<file path="src/rtl/wb_port_arbiter_if.sv">
// Writeback arbitration bus: pipeline W-stage port, multi-cycle unit port,
// register-file write port and hazard query, grouped for wb_port_arbiter.
interface wb_port_arbiter_if;
  logic        reg_write_w;
  logic [4:0]  rd_w;
  logic [31:0] result_w;

  logic        mc_valid;
  logic [4:0]  mc_rd;
  logic [31:0] mc_data;
  logic        mc_ready;

  logic        rf_write_en;
  logic [4:0]  rf_addr;
  logic [31:0] rf_data;

  logic        stall_req;
  logic [4:0]  query_rd;
  logic        query_hit;

  modport slave (
    input  reg_write_w, rd_w, result_w,
    input  mc_valid, mc_rd, mc_data,
    input  query_rd,
    output mc_ready, rf_write_en, rf_addr, rf_data, stall_req, query_hit
  );

  modport master (
    output reg_write_w, rd_w, result_w,
    output mc_valid, mc_rd, mc_data,
    output query_rd,
    input  mc_ready, rf_write_en, rf_addr, rf_data, stall_req, query_hit
  );
endinterface

</file>
<file path="src/rtl/wb_port_arbiter.sv">
// Shares one register-file write port between the pipeline W stage and a
// queued multi-cycle unit. Define WB_ARB_STARVE_EN to add forced FIFO drains.
module wb_port_arbiter (
  input  logic             clk,
  input  logic             rst,
  wb_port_arbiter_if.slave bus
);

`ifdef WB_ARB_STARVE_EN
  typedef enum logic [1:0] {IDLE, PEND, FORCE} state_t;
`else
  typedef enum logic {IDLE, PEND} state_t;
`endif

  state_t      state_reg, state_next;
  logic [1:0]  count_reg, count_next;
  logic        rd_ptr_reg, wr_ptr_reg;
  logic [4:0]  rd_mem [2];
  logic [31:0] data_mem [2];

  logic        pipe_valid, mc_keep, grant_head, grant_bypass, enq, stall_int;
  logic        we_int;
  logic [4:0]  addr_int;
  logic [31:0] data_int;
  logic [1:0]  hit;

`ifdef WB_ARB_STARVE_EN
  logic [1:0]  wait_cnt_reg, wait_cnt_next;
  assign stall_int = (state_reg == FORCE);
`else
  assign stall_int = 1'b0;
`endif

  assign pipe_valid    = bus.reg_write_w && (bus.rd_w != 5'd0);
  // No dequeue lookahead: a full FIFO refuses even when the head leaves now.
  assign bus.mc_ready  = !rst && (count_reg != 2'd2);
  assign mc_keep       = bus.mc_valid && bus.mc_ready && (bus.mc_rd != 5'd0);
  assign enq           = mc_keep && !grant_bypass;
  assign count_next    = count_reg + {1'b0, enq} - {1'b0, grant_head};
  assign bus.stall_req = stall_int;

  always_comb begin
    grant_head   = 1'b0;
    grant_bypass = 1'b0;
    we_int       = 1'b0;
    addr_int     = 5'd0;
    data_int     = 32'd0;
    if (!rst) begin
      if (stall_int) begin
        grant_head = 1'b1;
      end else if (pipe_valid) begin
        we_int   = 1'b1;
        addr_int = bus.rd_w;
        data_int = bus.result_w;
      end else if (count_reg != 2'd0) begin
        grant_head = 1'b1;
      end else if (mc_keep) begin
        grant_bypass = 1'b1;
        we_int       = 1'b1;
        addr_int     = bus.mc_rd;
        data_int     = bus.mc_data;
      end
      if (grant_head) begin
        we_int   = 1'b1;
        addr_int = rd_mem[rd_ptr_reg];
        data_int = data_mem[rd_ptr_reg];
      end
    end
  end

  assign bus.rf_write_en = we_int;
  assign bus.rf_addr     = addr_int;
  assign bus.rf_data     = data_int;

  always_comb begin
    state_next = state_reg;
`ifdef WB_ARB_STARVE_EN
    wait_cnt_next = 2'd0;
`endif
    case (state_reg)
      IDLE: if (enq) state_next = PEND;
      PEND: begin
        if (count_next == 2'd0) begin
          state_next = IDLE;
`ifdef WB_ARB_STARVE_EN
        end else if (!grant_head) begin
          if (wait_cnt_reg == 2'd3) state_next = FORCE;
          else wait_cnt_next = wait_cnt_reg + 2'd1;
`endif
        end
      end
`ifdef WB_ARB_STARVE_EN
      FORCE: state_next = (count_next == 2'd0) ? IDLE : PEND;
`endif
      default: state_next = IDLE;
    endcase
  end

  always_ff @(posedge clk) begin
    if (rst) begin
      state_reg  <= IDLE;
      count_reg  <= 2'd0;
      rd_ptr_reg <= 1'b0;
      wr_ptr_reg <= 1'b0;
`ifdef WB_ARB_STARVE_EN
      wait_cnt_reg <= 2'd0;
`endif
    end else begin
      state_reg <= state_next;
      count_reg <= count_next;
      if (enq)        wr_ptr_reg <= ~wr_ptr_reg;
      if (grant_head) rd_ptr_reg <= ~rd_ptr_reg;
`ifdef WB_ARB_STARVE_EN
      wait_cnt_reg <= wait_cnt_next;
`endif
    end
  end

  // Per-entry storage and hazard compare; an entry is live only while counted.
  genvar gi;
  generate
    for (gi = 0; gi < 2; gi++) begin : g_entry
      always_ff @(posedge clk) begin
        if (enq && (wr_ptr_reg == 1'(gi))) begin
          rd_mem[gi]   <= bus.mc_rd;
          data_mem[gi] <= bus.mc_data;
        end
      end
      assign hit[gi] = ((count_reg == 2'd2) ||
                        ((count_reg == 2'd1) && (rd_ptr_reg == 1'(gi)))) &&
                       (rd_mem[gi] == bus.query_rd);
    end
  endgenerate

  assign bus.query_hit = (|hit) && (bus.query_rd != 5'd0);

endmodule

</file>
<file path="src/flat_wrapper.sv">
// flat-port wrapper written by rule: the top's interface ports become plain ports
module wb_port_arbiter_flat 
  (clk, rst, bus_reg_write_w, bus_rd_w, bus_result_w, bus_mc_valid, bus_mc_rd, bus_mc_data, bus_query_rd, bus_mc_ready, bus_rf_write_en, bus_rf_addr, bus_rf_data, bus_stall_req, bus_query_hit);
  wb_port_arbiter_if bus_i ();
  input  logic clk;
  input  logic rst;
  input wire logic [$bits(bus_i.reg_write_w)-1:0] bus_reg_write_w;
  input wire logic [$bits(bus_i.rd_w)-1:0] bus_rd_w;
  input wire logic [$bits(bus_i.result_w)-1:0] bus_result_w;
  input wire logic [$bits(bus_i.mc_valid)-1:0] bus_mc_valid;
  input wire logic [$bits(bus_i.mc_rd)-1:0] bus_mc_rd;
  input wire logic [$bits(bus_i.mc_data)-1:0] bus_mc_data;
  input wire logic [$bits(bus_i.query_rd)-1:0] bus_query_rd;
  output wire logic [$bits(bus_i.mc_ready)-1:0] bus_mc_ready;
  output wire logic [$bits(bus_i.rf_write_en)-1:0] bus_rf_write_en;
  output wire logic [$bits(bus_i.rf_addr)-1:0] bus_rf_addr;
  output wire logic [$bits(bus_i.rf_data)-1:0] bus_rf_data;
  output wire logic [$bits(bus_i.stall_req)-1:0] bus_stall_req;
  output wire logic [$bits(bus_i.query_hit)-1:0] bus_query_hit;
  assign bus_i.reg_write_w = bus_reg_write_w;
  assign bus_i.rd_w = bus_rd_w;
  assign bus_i.result_w = bus_result_w;
  assign bus_i.mc_valid = bus_mc_valid;
  assign bus_i.mc_rd = bus_mc_rd;
  assign bus_i.mc_data = bus_mc_data;
  assign bus_i.query_rd = bus_query_rd;
  assign bus_mc_ready = bus_i.mc_ready;
  assign bus_rf_write_en = bus_i.rf_write_en;
  assign bus_rf_addr = bus_i.rf_addr;
  assign bus_rf_data = bus_i.rf_data;
  assign bus_stall_req = bus_i.stall_req;
  assign bus_query_hit = bus_i.query_hit;
  wb_port_arbiter u_core (.clk(clk), .rst(rst), .bus(bus_i));
endmodule
</file>
<file path="config.mk">
export PLATFORM = sky130hd
export DESIGN_NAME = wb_port_arbiter_flat
export DESIGN_NICKNAME = d
export VERILOG_FILES = /design/src/rtl/wb_port_arbiter_if.sv /design/src/rtl/wb_port_arbiter.sv /design/src/flat_wrapper.sv
export SDC_FILE = /design/constraint.sdc
export NUM_CORES = 1
export LEC_CHECK = 0
export CORE_ASPECT_RATIO = 0.7
export CORE_MARGIN = 2
export CORE_UTILIZATION = 45
export DETAILED_ROUTE_END_ITERATION = 12
export MAX_ROUTING_LAYER = met4
export PLACE_DENSITY_LB_ADDON = 0.08
export SLEW_MARGIN = 0
export SYNTH_ARGS = -nofsm -noshare
export SYNTH_HDL_FRONTEND = slang
export SYNTH_SLANG_ARGS = --single-unit
</file>
<file path="constraint.sdc">
create_clock -name clk -period 3.9 [get_ports clk]
set_input_delay 0.585 -clock clk [delete_from_list [all_inputs] [get_ports clk]]
set_output_delay 0.585 -clock clk [all_outputs]
set_load 0.02 [all_outputs]
</file>
==> run_results.csv <==
group,metric,value,unit
outcome,outcome,"finished, final reports clean",
power,p_sw,655,uW
grt,grt_overflow,0,
clock_network,clkTransAtPathRegs,50,ps
timing,setup_tns,0,ps
logic_synthesis,synth_edf_count,74,
routing,firstDrtPassIters,4,
timing,hold_violations,0,
floorplanning,row_count,28,
placement,gp_congestion,0.798,
finish,nets,515,
setup_path,cp.required,3310,ps
logic_synthesis,synth_seq_cells,79,
power,powerDensity,440,nW/um^2
logic_synthesis,ys.flop_type,"edfxtp_1",
clock_network,cts_hold_buf,0,
power,sequentialPowerShare,40.5,%
timing,worst_pin_slew,576,ps
power,vdd_drop_max,0.000259,V
routing,wl_per_cell,17.7,um
floorplanning,die_w,118,um
grt,antenna_found_initial,0,
logic_synthesis,netlist_area,4060,um^2
clock_network,clkLatencyLatePin,320,ps
floorplanning,start_util,47.1,%
clock_network,clock_path_buffers,2,
finish,fill_cells,705,
grt,grt_max_degree,45,
floorplanning,io_pins,124,
timing,timing.fmax,0.272,GHz
grt,grt_pass1_wl,15700,um
clock_network,tritoncts,"yes",
grt,grt_pass1_vias,3019,
power,sw_frac_of_total,26.1,%
logic_synthesis,synth_top_cells_by_area,"edfxtp_1 55%, mux2i_1 9.1%, a221o_1 8.6%, nor3b_1 6.8%, nor2_1 3.9%",
setup_path,rrSetupSlack,1360,ps
timing,period_needed,3680,ps
min_path,min_path_cells,1,
setup_path,cp.arrival,3090,ps
routing,ant_nets,0,
logic_synthesis,yosys_warnings,0,
flow_run,max_cap_violations,0,
timing,fin_skew,7.72,ps
timing,slew_headroom,61.1,%
floorplanning,dieArea,9810,um^2
power,clkPwrFrac,34.7,%
clock_network,post_cts_buffers,0,
logic_synthesis,synth_top_area_cell,"edfxtp_1",
setup_path,startpoint_type,"primary input",
routing,drt_iter0_drc,164,
setup_path,reg2reg_to,"u_core.data_mem[0][21]",
setup_path,crit_path_max_fanout,10,
setup_path,r2r.worst_path.cells,5,
clock_network,cts_sinks,79,
finish,drive_above_1_share,7.80,%
finish,final_common_cell,"clkdlybuf4s50_1",
logic_synthesis,yosysTopAreaCellShare,54.7,%
timing,finalSetupViolations,0,
min_path,hold-path-endpoint,"u_core.wr_ptr_reg",
power,leakagePower,0.00186,uW
logic_synthesis,synthArstFlopShare,0,%
floorplanning,die_y,83.5,um
placement,dp_hpwl,6820,um
finish,antenna_cells,0,
finish,area_growth,40.6,%
routing,drc,0,
timing,min_period_over_period,94.3,%
logic_synthesis,yosysSeqAreaShare,57.2,%
power,internal_power,1860,uW
clock_network,clock_tree.root_cell,"clkbuf_16",
grt,grt_usage,20.8,%
min_path,hp-start,"u_core.wr_ptr_reg",
min_path,min_path_type,"register to register",
routing,drt-total-wl,9840,um
clock_network,cts_buffers,9,
logic_synthesis,synth_cell_types,44,
floorplanning,design.core.area,8620,um^2
setup_path,crit_type,"primary input to output pin",
timing,rsz0062_at_grt,"false",
logic_synthesis,postSynthNetCount,396,
clock_network,htreeDepth,3,
placement,port_buffers,122,
power,combinationalPowerShare,24.8,%
routing,routed_via_density,5.53,
finish,final_core_utilization,66.2,%
finish,largest_register_ffs,64,
finish,final_cell_mix,"121 x clkdlybuf4s50_1, 74 x edfxtp_1, 40 x nor2_1, 37 x mux2i_1, 37 x nor3b_1",
setup_path,rr_startpoint,"u_core.count_reg[1]",
clock_network,ctsResizeCount,0,
routing,vias,3073,
logic_synthesis,synthCells,312,
timing,slew_viol_final,0,
logic_synthesis,syn_avg_cell_area,13.0,um^2
setup_path,crit_path_end_kind,"output pin",
[kinds of logic after synthesis]
group | count (synthesis) | synth area share (%)
multiplexers | 38 | 9.40
AO/OA/AOI/OAI | 52 | 11.9
AND/OR/NAND/NOR | 101 | 14.2
flip-flops | 79 | 57.2
XOR/XNOR | 11 | 2.37
other | 1 | 0.0923
adder cells (fa/ha/maj) | 1 | 0.308
buffers and inverters | 29 | 4.50
[worst max path at each step]
stage / endpoint / depth (start not counted) / from / slack (ps)
floorplan: u_core.data_mem[0][0] / 4 / rst / 670
global placement: bus_rf_addr[2] / 7 / bus_rd_w[3] / 280
detailed placement: bus_rf_data[10] / 7 / bus_rd_w[3] / 240
CTS: bus_rf_addr[2] / 7 / bus_rd_w[3] / 230
global route: bus_rf_data[21] / 7 / bus_rd_w[3] / 150
finish: bus_rf_addr[2] / 7 / bus_rd_w[3] / 220
[through the flow]
stage	total power [uW]	hold slack, ps	setup WS [ps]	area, um^2	std cells
2_1_floorplan	1390	446	667	4060	312
3_3_place_gp	1650	502	277	5400	540
3_5_place_dp	1660	514	236	5400	540
4_1_cts	2530	529	235	5710	556
5_1_grt	2610	543	148	5710	556
6_report	2510	524	222	5710	556
[layout make-up]
cell class,instances,area [um^2],area share (%)
flip-flops and latches,79,2320,40.7
multi-input cells,204,1580,27.7
repair buffers,134,1330,23.3
clock buffers,11,233,4.08
well taps,120,150,2.63
clock inverters,5,81.3,1.42
inverters,3,11.3,0.197
[power by group through the flow]
stage          combinational, uW  sequential [uW]  clock [uW]
3_5_place_dp                 623             1030           0
3_3_place_gp                 617             1030           0
2_1_floorplan                366             1020           0
4_1_cts                      626             1020         888
6_report                     622             1020         872
5_1_grt                      665             1020         928
[routing by layer]
| layer | vias to the layer above | routed length (um) | global-route usage, % |
|---|---|---|---|
| li1 | 1465 | - | - |
| met1 | 1491 | 4630 | 27.7 |
| met2 | 109 | 4580 | 32.6 |
| met3 | 8 | 558 | 4.71 |
| met4 | 0 | 68 | 5.04 |
| met5 | - | 0 | - |
[synthesized netlist by cell type (2+ instances only)]
cell,number
a221o_1,35
a31oi_1,2
buf_2,8
buf_4,3
buf_6,7
clkbuf_1,7
dfxtp_1,5
edfxtp_1,74
inv_1,3
mux2i_1,37
nand2b_1,2
nand3_1,2
nor2_1,42
nor2b_1,2
nor3_1,5
nor3b_1,37
o2111ai_1,2
o21ai_0,3
or4_1,2
xnor2_1,7
xor2_1,4
[worst max-delay path: stages]
cell             delay [ps]
clkdlybuf4s50_1         470
or4_1                   590
o21ai_4                 170
and3_1                  240
buf_4                   210
a221o_1                 210
clkdlybuf4s50_1         610
No activity file was read; power rests on OpenSTA's default activity.
